--- src/rtl/gen_senales_pkg.sv ---
// Shared types and constants for the RTC bus-cycle generator.
package gen_senales_pkg;

  typedef enum logic [3:0] {
    ST_IDLE,
    ST_ADDR_SU,
    ST_ADDR_PW,
    ST_ADDR_HD,
    ST_GAP1,
    ST_DATA_SU,
    ST_DATA_PW,
    ST_DATA_HD,
    ST_GAP2
  } estado_t;

  localparam logic [7:0] PORT_CMD_DEF  = 8'h10;
  localparam logic [7:0] PORT_ADDR_DEF = 8'h11;
  localparam logic [7:0] PORT_DATA_DEF = 8'h12;

  localparam int unsigned CMD_START   = 0;
  localparam int unsigned CMD_DIR     = 1;
  localparam int unsigned CMD_LEN_LSB = 2;
  localparam int unsigned CMD_LEN_MSB = 5;
  localparam int unsigned CMD_CLR_ERR = 7;

  localparam int unsigned LEN_W  = CMD_LEN_MSB - CMD_LEN_LSB + 1;
  localparam int unsigned CONT_W = 5;

endpackage

--- src/rtl/fifo_escritura.sv ---
// Synchronous write-data FIFO; a pop in the same cycle frees room for a push when full.
module fifo_escritura #(
  parameter int unsigned DW         = 8,
  parameter int unsigned FIFO_DEPTH = 16
) (
  input  logic                          reloj,
  input  logic                          resetM,
  input  logic                          push,
  input  logic                          pop,
  input  logic [DW-1:0]                 din,
  output logic [DW-1:0]                 dout,
  output logic                          full,
  output logic                          empty,
  output logic [$clog2(FIFO_DEPTH):0]   count
);

  localparam int unsigned AW = $clog2(FIFO_DEPTH);
  localparam logic [AW:0] LLENO = (AW+1)'(FIFO_DEPTH);

  logic [DW-1:0] r_mem [FIFO_DEPTH];
  logic [AW-1:0] r_wr_ptr;
  logic [AW-1:0] r_rd_ptr;
  logic [AW:0]   r_count;
  logic          w_push;
  logic          w_pop;

  assign w_pop  = pop && (r_count != '0);
  assign w_push = push && ((r_count != LLENO) || w_pop);

  always_ff @(posedge reloj) begin
    if (!resetM) begin
      r_wr_ptr <= '0;
      r_rd_ptr <= '0;
      r_count  <= '0;
    end else begin
      if (w_push) r_wr_ptr <= r_wr_ptr + AW'(1);
      if (w_pop)  r_rd_ptr <= r_rd_ptr + AW'(1);
      case ({w_push, w_pop})
        2'b10:   r_count <= r_count + (AW+1)'(1);
        2'b01:   r_count <= r_count - (AW+1)'(1);
        default: r_count <= r_count;
      endcase
    end
  end

  always_ff @(posedge reloj) begin
    if (w_push) r_mem[r_wr_ptr] <= din;
  end

  assign dout  = r_mem[r_rd_ptr];
  assign full  = (r_count == LLENO);
  assign empty = (r_count == '0);
  assign count = r_count;

endmodule

--- src/rtl/gen_ciclo_bus.sv ---
// Multiplexed address/data RTC bus-cycle generator driven by PicoBlaze port writes.
// Supports bursts with address auto-increment, a write FIFO and read capture.
module gen_ciclo_bus
  import gen_senales_pkg::*;
#(
  parameter int unsigned DW         = 8,
  parameter int unsigned T_SETUP    = 2,
  parameter int unsigned T_PULSE    = 4,
  parameter int unsigned T_HOLD     = 2,
  parameter int unsigned T_GAP      = 2,
  parameter int unsigned FIFO_DEPTH = 16,
  parameter logic [7:0]  PORT_CMD   = PORT_CMD_DEF,
  parameter logic [7:0]  PORT_ADDR  = PORT_ADDR_DEF,
  parameter logic [7:0]  PORT_DATA  = PORT_DATA_DEF
) (
  input  logic              reloj,
  input  logic              resetM,
  input  logic              en_01,
  input  logic [7:0]        port_id,
  input  logic [DW-1:0]     out_port,
  input  logic [DW-1:0]     bus_in,
  output logic [DW-1:0]     bus_out,
  output logic              bus_oe,
  output logic              CS,
  output logic              RD,
  output logic              WR,
  output logic              A_D,
  output logic              LE,
  output logic [DW-1:0]     rd_data,
  output logic              rd_valid,
  output logic              busy,
  output logic              error,
  output logic [CONT_W-1:0] cont_fase
);

  localparam int unsigned CNT_W = $clog2(FIFO_DEPTH) + 1;

  estado_t           r_state, w_nxt;
  logic [CONT_W-1:0] r_cont, w_cont_nxt;
  logic [DW-1:0]     r_addr, r_addr_sh, w_addr_nxt;
  logic [LEN_W-1:0]  r_words, w_len_m1;
  logic              r_dir;
  logic              r_cs, r_rd, r_wr, r_ad, r_oe, r_le, r_rd_valid, r_busy, r_error;
  logic [DW-1:0]     r_bus, r_rd_data, w_fifo_dout;
  logic [CNT_W-1:0]  w_count;
  logic w_wr_cmd, w_wr_addr, w_wr_data, w_start, w_dir_cmd, w_clr;
  logic w_idle, w_fin, w_short, w_accept, w_err_set, w_push, w_pop, w_full, w_empty;
  logic w_addr_ph, w_data_ph, w_capt;

  // Last cycle index of the current phase
  function automatic logic [CONT_W-1:0] fin_cont(input estado_t s);
    case (s)
      ST_ADDR_SU, ST_DATA_SU: fin_cont = CONT_W'(T_SETUP - 1);
      ST_ADDR_PW, ST_DATA_PW: fin_cont = CONT_W'(T_PULSE - 1);
      ST_ADDR_HD, ST_DATA_HD: fin_cont = CONT_W'(T_HOLD - 1);
      ST_GAP1, ST_GAP2:       fin_cont = CONT_W'(T_GAP - 1);
      default:                fin_cont = '0;
    endcase
  endfunction

  assign w_wr_cmd  = en_01 && (port_id == PORT_CMD);
  assign w_wr_addr = en_01 && (port_id == PORT_ADDR);
  assign w_wr_data = en_01 && (port_id == PORT_DATA);
  assign w_start   = w_wr_cmd && out_port[CMD_START];
  assign w_dir_cmd = out_port[CMD_DIR];
  assign w_clr     = w_wr_cmd && out_port[CMD_CLR_ERR];
  assign w_len_m1  = out_port[CMD_LEN_MSB:CMD_LEN_LSB];

  assign w_idle    = (r_state == ST_IDLE);
  assign w_fin     = (r_cont == fin_cont(r_state));
  assign w_short   = !w_dir_cmd && (w_count < CNT_W'({1'b0, w_len_m1} + (LEN_W+1)'(1)));
  assign w_accept  = w_start && w_idle && !w_short;
  assign w_pop     = (r_state == ST_DATA_HD) && w_fin && !r_dir && !w_empty;
  assign w_push    = w_wr_data && (!w_full || w_pop);
  assign w_err_set = (w_start && !w_idle) || (w_start && w_idle && w_short)
                   || (w_wr_data && w_full && !w_pop);
  assign w_capt    = (r_state == ST_DATA_PW) && w_fin && r_dir;

  fifo_escritura #(.DW(DW), .FIFO_DEPTH(FIFO_DEPTH)) u_fifo (
    .reloj (reloj),
    .resetM(resetM),
    .push  (w_push),
    .pop   (w_pop),
    .din   (out_port),
    .dout  (w_fifo_dout),
    .full  (w_full),
    .empty (w_empty),
    .count (w_count)
  );

  // Phase sequencing; the working address advances on leaving GAP2 with words left
  always_comb begin
    w_nxt      = r_state;
    w_cont_nxt = r_cont;
    w_addr_nxt = r_addr;
    if (r_state == ST_IDLE) begin
      if (w_accept) begin
        w_nxt      = ST_ADDR_SU;
        w_addr_nxt = r_addr_sh;
      end
    end else if (w_fin) begin
      w_cont_nxt = '0;
      case (r_state)
        ST_ADDR_SU: w_nxt = ST_ADDR_PW;
        ST_ADDR_PW: w_nxt = ST_ADDR_HD;
        ST_ADDR_HD: w_nxt = ST_GAP1;
        ST_GAP1:    w_nxt = ST_DATA_SU;
        ST_DATA_SU: w_nxt = ST_DATA_PW;
        ST_DATA_PW: w_nxt = ST_DATA_HD;
        ST_DATA_HD: w_nxt = ST_GAP2;
        ST_GAP2: begin
          if (r_words != '0) begin
            w_nxt      = ST_ADDR_SU;
            w_addr_nxt = r_addr + DW'(1);
          end else begin
            w_nxt = ST_IDLE;
          end
        end
        default:    w_nxt = ST_IDLE;
      endcase
    end else begin
      w_cont_nxt = r_cont + CONT_W'(1);
    end
  end

  assign w_addr_ph = w_nxt inside {ST_ADDR_SU, ST_ADDR_PW, ST_ADDR_HD};
  assign w_data_ph = w_nxt inside {ST_DATA_SU, ST_DATA_PW, ST_DATA_HD};

  // State plus pin outputs, decoded from the upcoming state so pins change with it
  always_ff @(posedge reloj) begin
    if (!resetM) begin
      r_state    <= ST_IDLE;
      r_cont     <= '0;
      r_addr     <= '0;
      r_addr_sh  <= '0;
      r_words    <= '0;
      r_dir      <= 1'b0;
      r_cs       <= 1'b1;
      r_rd       <= 1'b1;
      r_wr       <= 1'b1;
      r_ad       <= 1'b1;
      r_oe       <= 1'b0;
      r_bus      <= '0;
      r_le       <= 1'b0;
      r_rd_data  <= '0;
      r_rd_valid <= 1'b0;
      r_busy     <= 1'b0;
      r_error    <= 1'b0;
    end else begin
      r_state <= w_nxt;
      r_cont  <= w_cont_nxt;
      r_addr  <= w_addr_nxt;
      if (w_wr_addr) r_addr_sh <= out_port;
      if (w_accept) begin
        r_dir   <= w_dir_cmd;
        r_words <= w_len_m1;
      end else if ((r_state == ST_GAP2) && w_fin && (r_words != '0)) begin
        r_words <= r_words - LEN_W'(1);
      end
      r_cs   <= !(w_addr_ph || w_data_ph);
      r_ad   <= !w_addr_ph;
      r_wr   <= !((w_nxt == ST_ADDR_PW) || ((w_nxt == ST_DATA_PW) && !r_dir));
      r_rd   <= !((w_nxt == ST_DATA_PW) && r_dir);
      r_oe   <= w_addr_ph || (w_data_ph && !r_dir);
      r_bus  <= w_addr_ph ? w_addr_nxt : ((w_data_ph && !r_dir) ? w_fifo_dout : '0);
      r_le   <= (w_nxt == ST_DATA_PW) && (w_cont_nxt == CONT_W'(T_PULSE - 1)) && r_dir;
      if (w_capt) r_rd_data <= bus_in;
      r_rd_valid <= w_capt;
      r_busy     <= (w_nxt != ST_IDLE);
      r_error    <= (r_error && !w_clr) || w_err_set;
    end
  end

  assign bus_out   = r_bus;
  assign bus_oe    = r_oe;
  assign CS        = r_cs;
  assign RD        = r_rd;
  assign WR        = r_wr;
  assign A_D       = r_ad;
  assign LE        = r_le;
  assign rd_data   = r_rd_data;
  assign rd_valid  = r_rd_valid;
  assign busy      = r_busy;
  assign error     = r_error;
  assign cont_fase = r_cont;

endmodule

--- config.mk ---
export PLATFORM = sky130hd
export DESIGN_NAME = gen_ciclo_bus
export DESIGN_NICKNAME = d
export VERILOG_FILES = /design/src/rtl/gen_senales_pkg.sv /design/src/rtl/fifo_escritura.sv /design/src/rtl/gen_ciclo_bus.sv
export SDC_FILE = /design/constraint.sdc
export NUM_CORES = 1
export LEC_CHECK = 0
export CAP_MARGIN = 20
export CORE_ASPECT_RATIO = 0.7
export CORE_MARGIN = 5
export CORE_UTILIZATION = 55
export CTS_BUF_LIST = sky130_fd_sc_hd__clkbuf_8
export DETAILED_ROUTE_END_ITERATION = 12
export PLACE_DENSITY = 0.73
export SLEW_MARGIN = 20
export SYNTH_ARGS = -nofsm -noshare
export SYNTH_HDL_FRONTEND = slang
export SYNTH_HIERARCHICAL = 1
export SYNTH_SLANG_ARGS = --single-unit
export TNS_END_PERCENT = 20
--- constraint.sdc ---
create_clock -name reloj -period 9.8 [get_ports reloj]
set_clock_uncertainty 0.15 [all_clocks]
set_input_delay 1.47 -clock reloj [delete_from_list [all_inputs] [get_ports reloj]]
set_output_delay 1.47 -clock reloj [all_outputs]
set_load 0.05 [all_outputs]
==> summary.md <==
Clock tree synthesis found a total of 202 sinks. Setup violations remaining at the end of the flow were counted as 0. The data arrival time of the critical path is 4.93 ns. The global-route wire length before repair was 30,000 microns; the global-route total usage across every layer was 0.213. Maximum net fanout on the critical path: 21.

The synthesized design contains 202 register bits. In the final routed layout, each cell accounts on average for 21.7 microns. Power spread over the standard cell area amounts to 163 nW/um^2. The run gives 38 as the cell row count.

Using the TritonRoute via totals, the vias-per-cell ratio works out to 6.02. The number of routed nets with antenna violations was 0. The area share of the largest cell type after synthesis was 0.448; the instance count of the mapped netlist was 597.

Counting flops with a built-in enable in the synthesized netlist gives 128. The run gives 0 as the post-CTS setup buffer count. The logs give 0 for the initial antenna violation count and 0.000105 V for the largest voltage drop on the vdd net. After synthesis, the netlist uses 66 different library cells.

The routed layout has 5,325 vias. Yosys attributes the largest share of cell area to edfxtp_1 (45%), dfxtp_1 (17%), mux4_2 (11%), mux2i_1 (3.0%), ha_1 (2.3%). The worst setup path is of the in2reg kind.

After clock tree synthesis, the repair step resized 0 gates. The required time of the worst setup path was 10.15 ns; the net count reported at finish was 704. By count the netlist is led by edfxtp_1 (128), dfxtp_1 (74), nor2_1 (52), mux4_2 (40), nand2_1 (27).

The post-synth net total is 640. The share of the clock period used by the worst path after layout was 0.468. The worst setup path is launched from an input port.

Fill cells in the final layout number 1,164. The run finished with clean final reports. The via count of the first global-routing pass is 5,234.

In this run the tool buffered the top-level ports with 56 buffer cells. Clock latency on the worst-skew pair, taken at its later pin, is 0.55 ns. The HPWL after detailed placement is 13,100 microns. The H-tree depth is 1.

Across all register-to-register paths, the minimum setup slack is 5.43 ns. The category of the worst setup path capture point is a flop. The number of violations reported at the end of detailed-routing iteration 0 was 572. The logs give 0 for the total count of hold-check failures in the final report and 6 for the Yosys warning count.

From bottom edge to top edge, the die measures 114 microns. The overflow left after global routing was 0; the per-instance average area after synthesis was 14.4 sq um. The floorplan step set the die width to 159 microns. For this run, design rule violations remaining after detail routing come to 0.

The starting density of the core was 0.556; the routability-driven placement congestion ratio was 0.881. Clock-pin slew was measured on the worst setup and hold paths at 0.07 ns. For this design, the CTS-stage hold fixing added 0 buffers. The mapped netlist covers 8570 sq um. The floorplan step defined a die boundary enclosing 18,200 sq um. The clock tree buffer depth was 3.

Setup repair after global routing left no endpoint under its margin. Pin placement for this block handled 57 I/O pins. In the final timing run, aggregate negative setup slack is 0 ns. Transition time of the tightest slew-check pin: 0.971 ns. CTS placed an instance of clkbuf_8 at the clock tree root. The tools report the count of inserted antenna diode cells as 0. Kind of path behind the tightest hold check: reg2reg. The run gives 0.621 as the sequential-to-total area share from yosys stat. The most frequent cell after synthesis is edfxtp_1. The final standard cell utilization of the core is 0.641. For this run, the top clock speed supported by timing is 218 MHz.

The number of clock buffers inserted by TritonCTS is 29. The tool flagged a number of max-cap violations equal to 0. The final period demand of the worst path was 4.59 ns; the fraction of layout instances using a drive strength above 1 was 0.155. The area of the placeable core is 15,400 sq um, and the pin count of the biggest net entering global routing is 43. Compared with the post-synthesis result, the final layout area differs by 15.3%.

The routed design has 19,200 microns of wire. TritonCTS built the clock tree. The run gives 0 as the final count of pins violating max slew. The async set-or-reset flop fraction in the synthesized netlist was 0. Of all cell types, the one taking the most synthesized area is edfxtp_1. In the synthesized netlist the dominant register cell turns out to be edfxtp_1. The pre-antenna-repair detailed-routing pass consisted of 7 iterations.

The worst slew margin relative to its limit was 0.349; the leakage power was 3.41 nW.
-- layout by cell type (no fill, tap or decap), types with 4 or more instances in the layout --
| master | n |
|---|---|
| edfxtp_1 | 128 |
| inv_1 | 27 |
| o2bb2ai_1 | 5 |
| a31oi_1 | 4 |
| clkbuf_8 | 36 |
| mux2i_1 | 26 |
| o21a_1 | 4 |
| a22o_1 | 4 |
| and2_1 | 21 |
| dfxtp_1 | 72 |
| xnor2_1 | 5 |
| nor3_1 | 13 |
| nand4_1 | 10 |
| xor2_1 | 13 |
| ha_1 | 16 |
| o21ai_0 | 9 |
| or3_1 | 5 |
| nand2_1 | 27 |
| a211oi_1 | 5 |
| mux4_2 | 40 |
| nand3_1 | 15 |
| nor2_1 | 52 |
| clkdlybuf4s50_1 | 56 |
| a21oi_1 | 20 |
-- state kept, by name, indices dropped and copies added, names as in the netlist, named ones only --
register / cells
u_fifo/count: 5
RD: 1
u_fifo/r_wr_ptr: 4
busy: 1
error: 1
r_state: 4
A_D: 1
LE: 1
rd_data: 8
u_fifo/r_rd_ptr: 4
r_addr: 8
bus_oe: 1
CS: 1
WR: 1
r_dir: 1
r_words: 4
r_addr_sh: 8
cont_fase: 5
bus_out: 8
u_fifo/r_mem: 128
rd_valid: 1
-- through the flow --
stage	hold WS, ns	power, W	cells	setup slack (ns)	instance area, sq um
after floorplan	0.305	0.000930	597	5.55	8570
after global placement	0.320	0.000954	830	4.88	9270
after detailed placement	0.339	0.000955	830	4.68	9270
after CTS	0.355	0.00162	884	5.24	9880
after global routing	0.394	0.00167	884	4.97	9880
final	0.348	0.00161	884	5.21	9880
-- per-layer routing --
metal	up-vias	track usage	share of wire
met4	0	0.0460	0.016
met5	-	0	0
met2	230	0.312	0.43
met3	30	0.0396	0.075
met1	2647	0.336	0.48
li1	2418	-	-
-- path summary, 6_finish.rpt --
kind	from	end	cells after the start
worst max-delay path	out_port[2]	bus_out[6]$_SDFF_PN0_	10
worst min-delay path	rd_data[2]$_SDFFE_PN0P_	rd_data[2]$_SDFFE_PN0P_	2
worst max register to register	cont_fase[3]$_SDFF_PN0_	u_fifo/count[2]$_SDFFE_PN0P_	13
worst min register to register	rd_data[2]$_SDFFE_PN0P_	rd_data[2]$_SDFFE_PN0P_	2
-- worst max-delay path: stages --
cell and delay (ns):
clkdlybuf4s50_1 0.78, ha_1 0.44, xnor2_1 0.14, ha_1 0.34, o211ai_1 0.14, a211oi_4 0.33, o211a_1 0.44, nor3_2 0.17
nor4b_4 0.44, a22o_1 0.22
-- power by group --
group | switching [W] | internal (W) | total (W)
combinational | 0.0000208 | 0.0000126 | 0.0000333
sequential | 0.000000114 | 0.000903 | 0.000903
clock | 0.000311 | 0.000360 | 0.000671
total | 0.000331 | 0.00128 | 0.00161
-- cells by family (layout without fill, tap and decap cells) --
group | Yosys count | after routing | synth area share
buf+inv | 41 | 128 | 0.0217
fa+ha+maj | 16 | 16 | 0.0234
compound gates | 72 | 72 | 0.0612
simple gates | 180 | 180 | 0.116
flops | 202 | 202 | 0.621
xor+xnor | 18 | 18 | 0.0184
mux | 68 | 68 | 0.138
-- final cells by class --
cell class	count	area (sq um)	area share
flip-flops and latches	202	5330	0.539
multi-input cells	354	3060	0.310
repair buffers	58	576	0.0582
clock buffers	36	495	0.0501
well taps	200	250	0.0253
clock inverters	18	113	0.0114
inverters	16	60.1	0.00608
Power figures use the tool's default switching activity.
